### src/rtl/countdown_pkg.sv
`default_nettype none
// ============================================================================
// Module      : countdown_pkg
// Description : Shared types, field codes, BCD limits and BCD step helpers
//               for the countdown timer engine.
// Revision    : 1.0 - initial release
// ============================================================================
package countdown_pkg;

    typedef enum logic [1:0] {
        ST_SET   = 2'd0,
        ST_RUN   = 2'd1,
        ST_PAUSE = 2'd2,
        ST_DONE  = 2'd3
    } state_t;

    localparam logic [1:0] TGT_MIN  = 2'b00;
    localparam logic [1:0] TGT_SEC  = 2'b01;
    localparam logic [1:0] TGT_MS10 = 2'b10;
    localparam logic [1:0] TGT_NONE = 2'b11;

    localparam logic [7:0] MIN_MAX  = 8'h99;
    localparam logic [7:0] SEC_MAX  = 8'h59;
    localparam logic [7:0] MS10_MAX = 8'h99;

    // Two-digit BCD increment, wrapping from max back to 00
    function automatic logic [7:0] bcd_inc(input logic [7:0] v, input logic [7:0] max);
        if (v == max)
            return 8'h00;
        else if (v[3:0] == 4'd9)
            return {v[7:4] + 4'd1, 4'd0};
        else
            return {v[7:4], v[3:0] + 4'd1};
    endfunction

    // Two-digit BCD decrement, wrapping from 00 up to max
    function automatic logic [7:0] bcd_dec(input logic [7:0] v, input logic [7:0] max);
        if (v == 8'h00)
            return max;
        else if (v[3:0] == 4'd0)
            return {v[7:4] - 4'd1, 4'd9};
        else
            return {v[7:4], v[3:0] - 4'd1};
    endfunction

    // Edit-field rotation over min -> sec -> ms_10 -> min
    function automatic logic [1:0] tgt_next(input logic [1:0] t);
        case (t)
            TGT_MIN:  return TGT_SEC;
            TGT_SEC:  return TGT_MS10;
            default:  return TGT_MIN;
        endcase
    endfunction

    function automatic logic [1:0] tgt_prev(input logic [1:0] t);
        case (t)
            TGT_MS10: return TGT_SEC;
            TGT_SEC:  return TGT_MIN;
            default:  return TGT_MS10;
        endcase
    endfunction

endpackage
`default_nettype wire

### src/rtl/bcd2_field.sv
`default_nettype none
// ============================================================================
// Module      : bcd2_field
// Description : Two-digit BCD register with run-time modulus, inc/dec with
//               wrap, parallel load and a combinational borrow-out so that
//               several fields can be chained into one down-counter.
// Revision    : 1.0 - initial release
// ============================================================================
module bcd2_field
    import countdown_pkg::*;
(
    input  logic       clk_i,
    input  logic       rst_ni,
    input  logic       load_i,
    input  logic [7:0] load_val_i,
    input  logic [7:0] max_i,
    input  logic       inc_i,
    input  logic       dec_i,
    output logic [7:0] val_o,
    output logic       borrow_o
);

    logic [7:0] val_q;
    logic [7:0] val_d;

    // Next value: load wins; opposing inc/dec cancel each other
    always_comb begin
        val_d = val_q;
        if (load_i)
            val_d = load_val_i;
        else if (inc_i && !dec_i)
            val_d = bcd_inc(val_q, max_i);
        else if (dec_i && !inc_i)
            val_d = bcd_dec(val_q, max_i);
    end

    // A decrement from 00 wraps and asks the next-higher field to borrow
    assign borrow_o = dec_i && !inc_i && !load_i && (val_q == 8'h00);

    // Field register
    always_ff @(posedge clk_i or negedge rst_ni) begin
        if (!rst_ni)
            val_q <= 8'h00;
        else
            val_q <= val_d;
    end

    assign val_o = val_q;

endmodule
`default_nettype wire

### src/rtl/countdown_core.sv
`default_nettype none
// ============================================================================
// Module      : countdown_core
// Description : Countdown timer engine. Preset is edited field by field in
//               SET, then counted down in steps of one hundredth every
//               TICK_DIV clocks. The displayed value is always the live
//               counter, which tracks preset edits while in SET, so every
//               output comes straight from a register.
//               Optional build macro COUNTDOWN_AUTO_RELOAD_EN: on reaching
//               zero the preset is reloaded and counting continues, with a
//               one-cycle time_out_o pulse instead of entering DONE.
// Revision    : 1.0 - initial release
// ============================================================================
module countdown_core
    import countdown_pkg::*;
#(
    parameter int TICK_DIV = 1000
) (
    input  logic       clk_core,
    input  logic       rst_n,
    input  logic       left_button,
    input  logic       right_button,
    input  logic       up_button,
    input  logic       down_button,
    input  logic       center_button,
    output logic [7:0] min_o,
    output logic [7:0] sec_o,
    output logic [7:0] ms_10_o,
    output logic       time_out_o,
    output logic [1:0] target
);

    localparam int               c_TICK_W    = (TICK_DIV > 1) ? $clog2(TICK_DIV) : 1;
    localparam logic [c_TICK_W-1:0] c_TICK_LAST = c_TICK_W'(TICK_DIV - 1);

    state_t              state_q;
    logic [1:0]          target_q;
    logic [c_TICK_W-1:0] tick_q;
    logic                time_out_q;

    logic [7:0] w_pre_min, w_pre_sec, w_pre_ms;
    logic [7:0] w_live_min, w_live_sec, w_live_ms;
    logic       w_ms_borrow, w_sec_borrow;
    logic       w_pre_min_borrow_unused, w_pre_sec_borrow_unused;
    logic       w_pre_ms_borrow_unused, w_live_min_borrow_unused;

    // ---- button decode with center > left/right > up/down priority ----
    logic w_set, w_start, w_lr_one, w_nav, w_ud_ok, w_inc, w_dec;
    logic w_sel_min, w_sel_sec, w_sel_ms;
    logic w_tick_last, w_step, w_zero_reach, w_reload, w_ack, w_live_load;

    assign w_set     = (state_q == ST_SET);
    assign w_start   = w_set && center_button &&
                       ({w_pre_min, w_pre_sec, w_pre_ms} != 24'h000000);
    assign w_lr_one  = left_button ^ right_button;
    assign w_nav     = w_set && !w_start && w_lr_one;
    assign w_ud_ok   = w_set && !w_start && !w_lr_one;
    assign w_inc     = w_ud_ok && up_button && !down_button;
    assign w_dec     = w_ud_ok && down_button && !up_button;
    assign w_sel_min = (target_q == TGT_MIN);
    assign w_sel_sec = (target_q == TGT_SEC);
    assign w_sel_ms  = (target_q == TGT_MS10);

    assign w_tick_last  = (tick_q == c_TICK_LAST);
    assign w_step       = (state_q == ST_RUN) && !center_button && w_tick_last;
    assign w_zero_reach = w_step && ({w_live_min, w_live_sec, w_live_ms} == 24'h000001);
`ifdef COUNTDOWN_AUTO_RELOAD_EN
    assign w_reload     = w_zero_reach;
`else
    assign w_reload     = 1'b0;
`endif
    assign w_ack        = (state_q == ST_DONE) && center_button;
    assign w_live_load  = w_start || w_ack || w_reload;

    // ---- preset fields ----
    bcd2_field u_pre_min (
        .clk_i(clk_core), .rst_ni(rst_n), .load_i(1'b0), .load_val_i(8'h00),
        .max_i(MIN_MAX), .inc_i(w_inc && w_sel_min), .dec_i(w_dec && w_sel_min),
        .val_o(w_pre_min), .borrow_o(w_pre_min_borrow_unused)
    );
    bcd2_field u_pre_sec (
        .clk_i(clk_core), .rst_ni(rst_n), .load_i(1'b0), .load_val_i(8'h00),
        .max_i(SEC_MAX), .inc_i(w_inc && w_sel_sec), .dec_i(w_dec && w_sel_sec),
        .val_o(w_pre_sec), .borrow_o(w_pre_sec_borrow_unused)
    );
    bcd2_field u_pre_ms (
        .clk_i(clk_core), .rst_ni(rst_n), .load_i(1'b0), .load_val_i(8'h00),
        .max_i(MS10_MAX), .inc_i(w_inc && w_sel_ms), .dec_i(w_dec && w_sel_ms),
        .val_o(w_pre_ms), .borrow_o(w_pre_ms_borrow_unused)
    );

    // ---- live counter: mirrors edits in SET, chained borrow while running ----
    bcd2_field u_live_ms (
        .clk_i(clk_core), .rst_ni(rst_n), .load_i(w_live_load), .load_val_i(w_pre_ms),
        .max_i(MS10_MAX), .inc_i(w_inc && w_sel_ms),
        .dec_i((w_dec && w_sel_ms) || w_step),
        .val_o(w_live_ms), .borrow_o(w_ms_borrow)
    );
    bcd2_field u_live_sec (
        .clk_i(clk_core), .rst_ni(rst_n), .load_i(w_live_load), .load_val_i(w_pre_sec),
        .max_i(SEC_MAX), .inc_i(w_inc && w_sel_sec),
        .dec_i((w_dec && w_sel_sec) || (w_step && w_ms_borrow)),
        .val_o(w_live_sec), .borrow_o(w_sec_borrow)
    );
    bcd2_field u_live_min (
        .clk_i(clk_core), .rst_ni(rst_n), .load_i(w_live_load), .load_val_i(w_pre_min),
        .max_i(MIN_MAX), .inc_i(w_inc && w_sel_min),
        .dec_i((w_dec && w_sel_min) || (w_step && w_sec_borrow)),
        .val_o(w_live_min), .borrow_o(w_live_min_borrow_unused)
    );

    // Mode FSM with tick divider, edit target and time-out flag
    always_ff @(posedge clk_core or negedge rst_n) begin
        if (!rst_n) begin
            state_q    <= ST_SET;
            target_q   <= TGT_MIN;
            tick_q     <= '0;
            time_out_q <= 1'b0;
        end else begin
`ifdef COUNTDOWN_AUTO_RELOAD_EN
            time_out_q <= 1'b0;
`endif
            case (state_q)
                ST_SET: begin
                    if (w_start) begin
                        state_q  <= ST_RUN;
                        target_q <= TGT_NONE;
                        tick_q   <= '0;
                    end else if (w_nav) begin
                        target_q <= right_button ? tgt_next(target_q) : tgt_prev(target_q);
                    end
                end
                ST_RUN: begin
                    if (center_button) begin
                        state_q <= ST_PAUSE;
                    end else if (w_tick_last) begin
                        tick_q <= '0;
                        if (w_zero_reach) begin
                            time_out_q <= 1'b1;
`ifndef COUNTDOWN_AUTO_RELOAD_EN
                            state_q    <= ST_DONE;
`endif
                        end
                    end else begin
                        tick_q <= tick_q + c_TICK_W'(1);
                    end
                end
                ST_PAUSE: begin
                    if (center_button)
                        state_q <= ST_RUN;
                end
                ST_DONE: begin
                    if (center_button) begin
                        state_q    <= ST_SET;
                        target_q   <= TGT_MIN;
                        time_out_q <= 1'b0;
                    end
                end
                default: state_q <= ST_SET;
            endcase
        end
    end

    assign min_o      = w_live_min;
    assign sec_o      = w_live_sec;
    assign ms_10_o    = w_live_ms;
    assign time_out_o = time_out_q;
    assign target     = target_q;

endmodule
`default_nettype wire

### config.mk
export PLATFORM = sky130hd
export DESIGN_NAME = countdown_core
export DESIGN_NICKNAME = d
export VERILOG_FILES = /design/src/rtl/countdown_pkg.sv /design/src/rtl/bcd2_field.sv /design/src/rtl/countdown_core.sv
export SDC_FILE = /design/constraint.sdc
export NUM_CORES = 1
export LEC_CHECK = 0
export CAP_MARGIN = 20
export CELL_PAD_IN_SITES_DETAIL_PLACEMENT = 1
export CELL_PAD_IN_SITES_GLOBAL_PLACEMENT = 2
export CORE_ASPECT_RATIO = 0.5
export CORE_UTILIZATION = 40
export CTS_CLUSTER_SIZE = 14
export DETAILED_ROUTE_END_ITERATION = 12
export HOLD_SLACK_MARGIN = 0.03
export PLACE_DENSITY = 0.84
export SLEW_MARGIN = 20
export SYNTH_ARGS = -nofsm -noshare
export SYNTH_HDL_FRONTEND = slang
export SYNTH_SLANG_ARGS = --single-unit
### constraint.sdc
create_clock -name clk_core -period 8.85 [get_ports clk_core]
set_clock_uncertainty 0.1 [all_clocks]
set_input_delay 1.77 -clock clk_core [delete_from_list [all_inputs] [get_ports clk_core]]
set_output_delay 1.77 -clock clk_core [all_outputs]
set_load 0.02 [all_outputs]
* Yosys cells after proc, flatten, opt, wreduce, memory -nomap -nowiden
Index checks and enable logic that the tools add are counted.
** Storage, ports and cells
- Flip-flop bits (word level) :: 63
- Bits of input ports :: 7
- Word-level logic and storage cells :: 233
** Operators by class
- Add/sub/neg operators :: 25
- Equal/unequal tests :: 34
- Multiplexer cells :: 61
- Bitwise operators :: 1
- Reductions and logical operators :: 96
** Operator list (number)
- $mux 8 :: 39
- $add 4x1->4 const B :: 12
- $logic_not 8->1 :: 6
- $sub 4x1->4 const B :: 12
- $logic_and 1x1->1 :: 37
- $eq 8x8->1 const B :: 4
- $mux 10 :: 3
- $eq 24x1->1 const B :: 1
- $eq 4x4->1 const B :: 6
- $logic_not 4->1 :: 6
- $reduce_and 3->1 :: 8
- $reduce_bool 24->1 :: 1
- $pmux 10 s2 :: 1
- $mux 2 :: 9
- $reduce_bool 3->1 :: 6
- $eq 8x7->1 const B :: 2
- $logic_not 1->1 :: 15
- $ne 3x3->1 const B :: 5
- $pmux 2 s2 :: 3
- $reduce_bool 2->1 :: 6
- $reduce_bool 4->1 :: 3
- $add 10x1->10 const B :: 1
- $eq 10x10->1 const B :: 1
- $ne 2x2->1 const B :: 5
- other kinds (13) :: 25

* Logic depth before layout (Yosys ltp)
Gate-level depths: netlist of the first run.
- Depth in word-level cells :: 24
- Gate-level depth with buffers :: 21
- Depth with buffers taken out :: 20

* Hierarchy
From an unflattened synthesis of the first run, not the netlist that was laid out.
** Second synthesis, totals
- Cells, all modules :: 889
- Area, all modules :: 7410.9 um^2
** Modules (own cells, without submodules)
- bcd2_field (u_live_min ...) :: times used 5, cells each 123, area an instance 1024.7 um^2
- countdown_core :: times used 1, cells each 154, area an instance 1325.0 um^2
- bcd2_field (u_pre_min) :: times used 1, cells each 120, area an instance 962.2 um^2

* Worst setup path after synthesis of the first run
OpenSTA, ideal clock, no wires.
- Path kind :: input-to-reg
- From :: in left_button
- To :: reg u_live_min.val_q[7] (netlist: u_live_min.val_o[7])
- Library setup time :: 0.125 ns
- Arrival time :: 4.844 ns
- Data required time :: 8.625 ns
- Slack :: 3.781 ns
- Cell stages on the path :: 18
- Path buffers :: 1
- Cells stage by stage :: xnor2_1 > nand2_1 > or3_4 > nand2_1 > ha_1 > nand4_1 > o21ai_0 > ha_1 > nand3_1 > nor2_1 > nor2_1 > ha_1 > or4b_1 > buf_2 > a21o_1 > a21o_1 > a22o_1 > mux2_2
** Between the ends
- Longest elaborated chain between the ends :: 21
- Elaborated cells between the ends (all ways) :: 36
- Those cells by class :: eq/ne (1); mux (2); bitwise (1); reduce/logical (32)
** RTL lines
- from (decl) :: RTL line countdown_core.sv:21 : input logic left_button,
- $xor 1x1->1 * :: RTL line countdown_core.sv:55 : assign w_lr_one = left_button ^ right_button;
- $logic_not 1->1 * :: RTL line countdown_core.sv:57 : assign w_ud_ok = w_set && !w_start && !w_lr_one;
- $logic_and 1x1->1 * :: RTL line countdown_core.sv:57
- $logic_and 1x1->1 (on tied branches) (2 in a row) :: RTL line countdown_core.sv:59, countdown_core.sv:58
- $logic_and 1x1->1 (on tied branches) :: RTL line countdown_core.sv:96, countdown_core.sv:95
- $logic_or 1x1->1 or $logic_not 1->1 (tied branches) :: RTL line countdown_core.sv:96, bcd2_field.sv:38
- $logic_and 1x1->1 (3 in a row) :: RTL line bcd2_field.sv:38 : assign borrow_o = dec_i && !inc_i && !load_i && (val_q == 8'h00);
- $logic_and 1x1->1 :: RTL line countdown_core.sv:102 : .dec_i((w_dec && w_sel_sec) || (w_step && w_ms_borrow)),
- $logic_or 1x1->1 :: RTL line countdown_core.sv:102
- $logic_and 1x1->1 (3 in a row) :: RTL line bcd2_field.sv:38
- $logic_and 1x1->1 :: RTL line countdown_core.sv:108 : .dec_i((w_dec && w_sel_min) || (w_step && w_sec_borrow)),
- $logic_or 1x1->1 :: RTL line countdown_core.sv:108
- $logic_not 1->1 :: RTL line bcd2_field.sv:31 : else if (inc_i && !dec_i)
- $logic_and 1x1->1 :: RTL line bcd2_field.sv:31
- $ne 4x4->1 (no line), or another cell as far along
- $reduce_and 3->1 (no line) or $mux 8 (tied branches)
- to (signal assigned) :: RTL line bcd2_field.sv:45 : val_q <= val_d;
- to (decl) :: RTL line bcd2_field.sv:23 : logic [7:0] val_q;
Mark *: on every way between the ends. The rest lies on a longest branch, timed or not.
A chain may end at the register's enable or synchronous reset.

* Worst setup path after layout of the first run
- From :: in right_button
- To :: reg u_live_min.val_q[7] (netlist: u_live_min.val_o[7])
** Between the ends
- Longest elaborated chain between the ends :: 21
- Elaborated cells between the ends (all ways) :: 36
- Those cells by class :: eq/ne (1); mux (2); bitwise (1); reduce/logical (32)
** RTL lines
- from (decl) :: RTL line countdown_core.sv:22 : input logic right_button,
- $xor 1x1->1 * :: RTL line countdown_core.sv:55
- $logic_not 1->1 * :: RTL line countdown_core.sv:57
- $logic_and 1x1->1 * :: RTL line countdown_core.sv:57
- $logic_and 1x1->1 (on tied branches) (2 in a row) :: RTL line countdown_core.sv:59, countdown_core.sv:58
- $logic_and 1x1->1 (on tied branches) :: RTL line countdown_core.sv:96, countdown_core.sv:95
- $logic_or 1x1->1 or $logic_not 1->1 (tied branches) :: RTL line countdown_core.sv:96, bcd2_field.sv:38
- $logic_and 1x1->1 (3 in a row) :: RTL line bcd2_field.sv:38
- $logic_and 1x1->1 :: RTL line countdown_core.sv:102
- $logic_or 1x1->1 :: RTL line countdown_core.sv:102
- $logic_and 1x1->1 (3 in a row) :: RTL line bcd2_field.sv:38
- $logic_and 1x1->1 :: RTL line countdown_core.sv:108
- $logic_or 1x1->1 :: RTL line countdown_core.sv:108
- $logic_not 1->1 :: RTL line bcd2_field.sv:31
- $logic_and 1x1->1 :: RTL line bcd2_field.sv:31
- $ne 4x4->1 (no line), or another cell as far along
- $reduce_and 3->1 (no line) or $mux 8 (tied branches)
Marked as above.

==> metrics.csv, run 1 <==
metric;value;unit
outcome;completed;
Final min period;5.84;ns
synth warn;0;
# rows;30;
nets@finish;780;
critical path fanouts, max;11;
final worst slack;3.01;ns
Synth top cells by count;66 x nand2_1, 63 x dfrtp_1, 61 x a21oi_1;
TritonCTS Buffers;9;
CTS resizes;0;
WL per Instance;17.7;um
Setup Viol. Count Final;0;
initial drt markers;268;
crit end category;register;
RR Endpoint;u_live_min.val_o[7]$_DFFE_PN0P_;
H-tree depth;3;
Leak;2.68;nW
initial antenna violation count;0;
hpwl dp;11400;um
Comb pwr share;45.7;%
WHS;0.381;ns
worst hold stages;1;
pre-CTS setup slack;2.66;ns
peak supply drop;0.0000886;V
most common cell in the synthesized netlist;nand2_1;
# hold bufs at CTS;0;
Synth Register Bits;63;
drt total wl;16100;um
CP max stage cell;or4b_1;
Clock Path Buffers;2;
P&R area growth vs syn;13.3;%
Vias;5264;
Buffers on Ports;33;
Cell variety after synth;70;
worst hold start;tick_q[9]$_DFFE_PN0P_;
register-to-register setup slack;3.46;ns
clk root buf;clkbuf_16;
Final Power;1.59;mW
Post-Syn Instances;700;
Synth area leaders;dfrtp_1 28%, ha_1 13%, a21oi_1 5.4%;
largest stage delay on the critical path;0.65;ns
Die Span Y;86.2;um
fin crit share;66.0;%
Initial Util;41.4;%
Switching Share;44.6;%
largest net degree at the start of global routing;64;
setup bufs post-CTS;0;
sequential element share of the synthesized area;27.8;%
FFs w/ async S/R, synth;100;%
IO Count;34;
post-synth top area share;27.8;%
Least-Margin Pin Slew;0.892;ns
number of vias per cell;5.78;
Fin Setup TNS;0;ns
Die ar.;14700;sq um
Worst Path Required;8.97;ns
worst skew pair latency;0.34;ns
worst r2r path cells;20;
drt pass-1 iters;4;
CORE AREA;13700;sq um
commonest register cell after synthesis;dfrtp_1;
DRC viols;0;
first-pass GRT wire length;27200;um
Cell Area, Synth;5670;sq um
CTS tree;built;
max-cap viol count;0;
die width;170;um
startpoint types;input port;
cell repeated most along the worst path;ha_1;
Fin. Hold Viols;0;
total track usage;23.1;%
layout cells sized above 1;5.98;%
CP cell instances;clkdlybuf4s50_1 > xnor2_1 > nand2_1 > or3_4 > nand2_1 > ha_1 > nand4_1 > o21ai_0 > ha_1 > nand3_1 > nor2_1 > nor2_1 > ha_1 > or4b_1 > a21o_1 > a21o_1 > a22o_1 > mux2_2;
post-route ant nets;0;
syn nets;766;
Setup Crit Path Kind;in2reg;
CP Buf/Inv Count;1;
vias in the first global route;5352;
Syn Area/Cell;8.10;sq um
FMAX;171;MHz
CP delay by family, top;simple AND/OR/NAND/NOR gates;
number of synthesized flops with an enable pin;0;
Internal Pwr Total;0.881;mW
sequential power share;31.3;%
Max Slew Vio Count;0;
worst r2r src;u_pre_sec.val_o[0]$_DFFE_PN0P_;
Worst Hold Class;reg2reg;
Psw;0.710;mW
Max-slew headroom;40.6;%
GRT overflow;0;
Synth area leader;dfrtp_1;
WP data arrival;5.96;ns
Clock power frac;23.0;%
PwrDens;248;nW/um^2
Min-Delay Endpoint;tick_q[9]$_DFFE_PN0P_;
n_diodes;0;
Clock Sinks;63;
Worst-path clk slew;0.06;ns
RSZ-0062 raised after global routing;false;
RD Place Congestion;0.837;
## cell usage in the layout (no fill, tap or decap), types with 7 or more instances in the layout
cell | synthesis | routed
nand2_1 | 66 | 66
dfrtp_1 | 63 | 63
a21oi_1 | 61 | 61
ha_1 | 59 | 59
inv_1 | 58 | 58
o21ai_0 | 56 | 56
nor2_1 | 45 | 45
clkdlybuf4s50_1 | 0 | 32
nand3_1 | 22 | 22
a211oi_1 | 19 | 19
nor3_1 | 17 | 17
o31ai_1 | 15 | 15
nor2b_1 | 11 | 11
and3_1 | 11 | 11
mux2i_1 | 11 | 11
nand4_1 | 10 | 10
o21bai_1 | 10 | 10
a31oi_1 | 9 | 9
clkbuf_16 | 0 | 9
nor3b_1 | 8 | 8
o22ai_1 | 7 | 7
## metrics by stage
stage | util [%] | instance area [sq um] | cells
2_1_floorplan | - | 5670 | 700
3_3_place_gp | 44.7 | 6120 | 895
3_5_place_dp | 44.7 | 6120 | 895
4_1_cts | 46.9 | 6420 | 911
5_1_grt | 46.9 | 6420 | 911
6_report | 46.9 | 6420 | 911
## final cells by class
| class | count | area [sq um] |
|---|---|---|
| clock buffers | 9 | 225 |
| clock inverters | 7 | 73.8 |
| fillers | 1689 | 7280 |
| inverters | 58 | 218 |
| multi-input cells | 545 | 3730 |
| flip-flops and latches | 63 | 1580 |
| well taps | 192 | 240 |
| repair buffers | 37 | 355 |
## kinds of logic after synthesis
family | synth area share (%)
multiplexers | 2.74
XOR/XNOR | 0.464
buffers and inverters | 6.51
adder cells (fa/ha/maj) | 13.0
flip-flops | 27.8
AND/OR/NAND/NOR | 23.1
AO/OA/AOI/OAI | 26.4
## registers in the layout (all words and copies together) (netlist names)
signal,cells
tick_q,10
u_live_min.val_o,8
u_live_ms.val_o,8
u_live_sec.val_o,8
u_pre_min.val_o,8
u_pre_ms.val_o,8
u_pre_sec.val_o,8
state_q,2
target,2
time_out_o,1
## power groups by stage
stage / sequential (mW) / clock (mW) / combinational, mW
finish: 0.498 / 0.365 / 0.728
global route: 0.516 / 0.384 / 0.817
global placement: 0.498 / 0 / 0.709
detailed placement: 0.502 / 0 / 0.722
floorplan: 0.491 / 0 / 0.484
CTS: 0.498 / 0.376 / 0.731
## layer usage
metal	up-vias	share of wire, %	wire (um)	GRT usage, %
li1	2596	-	-	-
met1	2594	52	8340	32.1
met2	61	45	7290	37.9
met3	13	2.1	340	3.24
met4	0	0.92	148	6.22
met5	-	0	0	0
## how the worst max path moves through the flow
stage / start / endpoint / slack (ns) / cells after the start
2_1_floorplan: left_button / u_live_min.val_o[7]$_DFFE_PN0P_ / 3.78 / 18
3_3_place_gp: right_button / u_live_min.val_o[7]$_DFFE_PN0P_ / 2.75 / 18
4_1_cts: right_button / u_live_min.val_o[7]$_DFFE_PN0P_ / 3.00 / 18
6_report: right_button / u_live_min.val_o[7]$_DFFE_PN0P_ / 3.01 / 18
5_1_grt: right_button / u_live_min.val_o[4]$_DFFE_PN0P_ / 2.68 / 18
3_5_place_dp: right_button / u_live_min.val_o[7]$_DFFE_PN0P_ / 2.66 / 18
(Power assumes the default switching activity.)
==> inputs of run 2 (changes only) <==
--- a/config.mk
+++ b/config.mk
@@ -9,11 +9,11 @@
 export CELL_PAD_IN_SITES_DETAIL_PLACEMENT = 1
 export CELL_PAD_IN_SITES_GLOBAL_PLACEMENT = 2
 export CORE_ASPECT_RATIO = 0.5
-export CORE_UTILIZATION = 40
+export CORE_UTILIZATION = 33
 export CTS_CLUSTER_SIZE = 14
 export DETAILED_ROUTE_END_ITERATION = 12
 export HOLD_SLACK_MARGIN = 0.03
-export PLACE_DENSITY = 0.84
+export PLACE_DENSITY = 0.74
 export SLEW_MARGIN = 20
 export SYNTH_ARGS = -nofsm -noshare
 export SYNTH_HDL_FRONTEND = slang
==> constraint.sdc (replaced) <==
create_clock -name clk_core -period 4.7 [get_ports clk_core]
set_clock_uncertainty 0.1 [all_clocks]
set_input_delay 0.94 -clock clk_core [delete_from_list [all_inputs] [get_ports clk_core]]
set_output_delay 0.94 -clock clk_core [all_outputs]
set_load 0.02 [all_outputs]
==> metrics.csv, run 2 (same netlist as run 1, synthesis figures left out) <==
metric;value;unit;change
Clock Path Buffers;2;;unchanged
WL per Instance;16.9;um;was 17.7 um
drt pass-1 iters;4;;unchanged
WP data arrival;4.53;ns;was 5.96 ns
post-route ant nets;0;;unchanged
hpwl dp;12900;um;was 11400 um
H-tree depth;3;;unchanged
most common cell after layout, fill and taps aside;nand2_1;;unchanged
Max Slew Vio Count;0;;unchanged
critical path fanouts, max;3;;was 11
total track usage;19.8;%;was 23.1%
startpoint types;register;;was input port
nets@finish;833;;was 780
number of vias per cell;5.46;;was 5.78
Largest register FFs;10;;unchanged
Buffers on Ports;33;;unchanged
P&R area growth vs syn;22.1;%;was 13.3%
largest reg by FF count;tick_q;;unchanged
placed cells;983;;was 895
crit end category;register;;unchanged
Die ar.;17700;sq um;was 14700 sq um
first-pass GRT wire length;28200;um;was 27200 um
largest net degree at the start of global routing;46;;was 64
Fin. Hold Viols;0;;unchanged
TritonCTS Buffers;9;;unchanged
Worst Path Required;4.81;ns;was 8.97 ns
Setup Viol. Count Final;0;;unchanged
initial antenna violation count;0;;unchanged
Vias;5452;;was 5264
WHS;0.366;ns;was 0.381 ns
vias in the first global route;5430;;was 5352
fin crit share;94.1;%;
GRT overflow;0;;unchanged
CTS tree;built;;unchanged
Least-Margin Pin Slew;0.714;ns;was 0.892 ns
Clock Sinks;63;;unchanged
initial drt markers;266;;was 268
Filler cells;2004;;was 1689
outcome;completed;;unchanged
worst skew pair latency;0.33;ns;was 0.34 ns
peak supply drop;0.000159;V;was 0.0000886 V
# hold bufs at CTS;0;;unchanged
DRC viols;0;;unchanged
Die Span Y;94.7;um;was 86.2 um
Final min period;4.42;ns;
fin area;6920;sq um;was 6420 sq um
DP Area;6570;sq um;was 6120 sq um
CORE AREA;16600;sq um;was 13700 sq um
commonest non-fill, non-tap cells in the layout;66 x nand2_1, 62 x dfrtp_1, 61 x a21oi_1;;was 66 x nand2_1, 63 x dfrtp_1, 61 x a21oi_1
drt total wl;16900;um;was 16100 um
Worst-path clk slew;0.06;ns;about the same
Setup Crit Path Kind;reg2reg;;was in2reg
final core occ;41.7;%;was 46.9%
FMAX;226;MHz;
clk root buf;clkbuf_16;;unchanged
die width;187;um;was 170 um
final std cells w/o fill;998;;was 911
Worst Hold Class;reg2reg;;unchanged
IO Count;34;;unchanged
max-cap viol count;0;;unchanged
n_diodes;0;;unchanged
RD Place Congestion;0.793;;was 0.837
# rows;33;;was 30
Final Power;3.12;mW;was 1.59 mW
layout cells sized above 1;13.6;%;was 5.98%
Max-slew headroom;51.9;%;was 40.6%
Leak;2.94;nW;was 2.68 nW
PwrDens;450;nW/um^2;was 248 nW/um^2
Initial Util;34.1;%;was 41.4%
[run 2: changes by cell type in the layout (fill, tap and decap cells not counted), moves of 3 or more]
cell	change
inv_2	+5
buf_4	+54
nor3b_4	+3
clkinv_4	-3
nor3b_1	-3
inv_1	-5
[run 2: final timing paths]
kind	startpoint	to	slack (ns)	depth (start not counted)
max	u_pre_sec.val_o[0]$_DFFE_PN0P_	u_live_min.val_o[7]$_DFFE_PN0P_	0.28	20
min reg2reg	tick_q[9]$_DFFE_PN0P_	tick_q[9]$_DFFE_PN0P_	0.37	1
min in group asynchronous	rst_n	u_live_min.val_o[1]$_DFFE_PN0P_	0.51	1
min	tick_q[9]$_DFFE_PN0P_	tick_q[9]$_DFFE_PN0P_	0.37	1
max in group asynchronous	rst_n	u_pre_ms.val_o[5]$_DFFE_PN0P_	3.22	2
max reg2reg	u_pre_sec.val_o[0]$_DFFE_PN0P_	u_live_min.val_o[7]$_DFFE_PN0P_	0.28	20
[run 2: worst max-delay path: stages (launching register included)]
cell     delay (ns)
dfrtp_1        0.38
inv_1          0.10
ha_1           0.19
nor3b_4        0.25
nand4_1        0.17
o21a_2         0.26
or3_4          0.37
nand2_1        0.08
ha_1           0.14
nand4_1        0.10
o21ai_1        0.17
ha_1           0.16
nand3_1        0.06
nor2_1         0.15
nor2_2         0.08
ha_1           0.19
or4b_1         0.52
a21o_1         0.23
a21o_1         0.16
a22o_1         0.17
mux2_2         0.26
[run 2: cell type report]
| cell class | count | area (sq um) | share of cell area (%) |
|---|---|---|---|
| multi-input combinational | 545 | 3770 | 54.5 |
| sequential | 63 | 1580 | 22.8 |
| timing repair buffer | 90 | 756 | 10.9 |
| tap | 227 | 284 | 4.10 |
| clock buffer | 11 | 243 | 3.51 |
| inverter | 58 | 218 | 3.15 |
| clock inverter | 4 | 70.1 | 1.01 |
[run 2: power breakdown]
part / internal (mW) / switching [mW]
clock network: 0.474 / 0.250
logic: 0.631 / 0.863
registers: 0.679 / 0.220
[run 2: metal layers]
layer	vias up	global-route usage, %	part of all wire (%)
met5	-	0	0
met4	0	4.17	0.48
met3	9	3.38	2.0
met2	52	31.6	44
met1	2691	28.1	54
li1	2700	-	-
[run 2: metrics by stage]
step	setup TNS [ns]	setup slack, ns
2_1_floorplan	0	0.253
3_3_place_gp	0	0.0420
3_5_place_dp	-0.0746	-0.0667
4_1_cts	0	0.0497
5_1_grt	-0.00463	-0.00463
6_report	0	0.278
[run 2: repair_timing]
item | CTS | global route
gates resized for setup | 0 | 15
buffers inserted | 0 | 0
endpoints found under the setup margin | 0 | 4
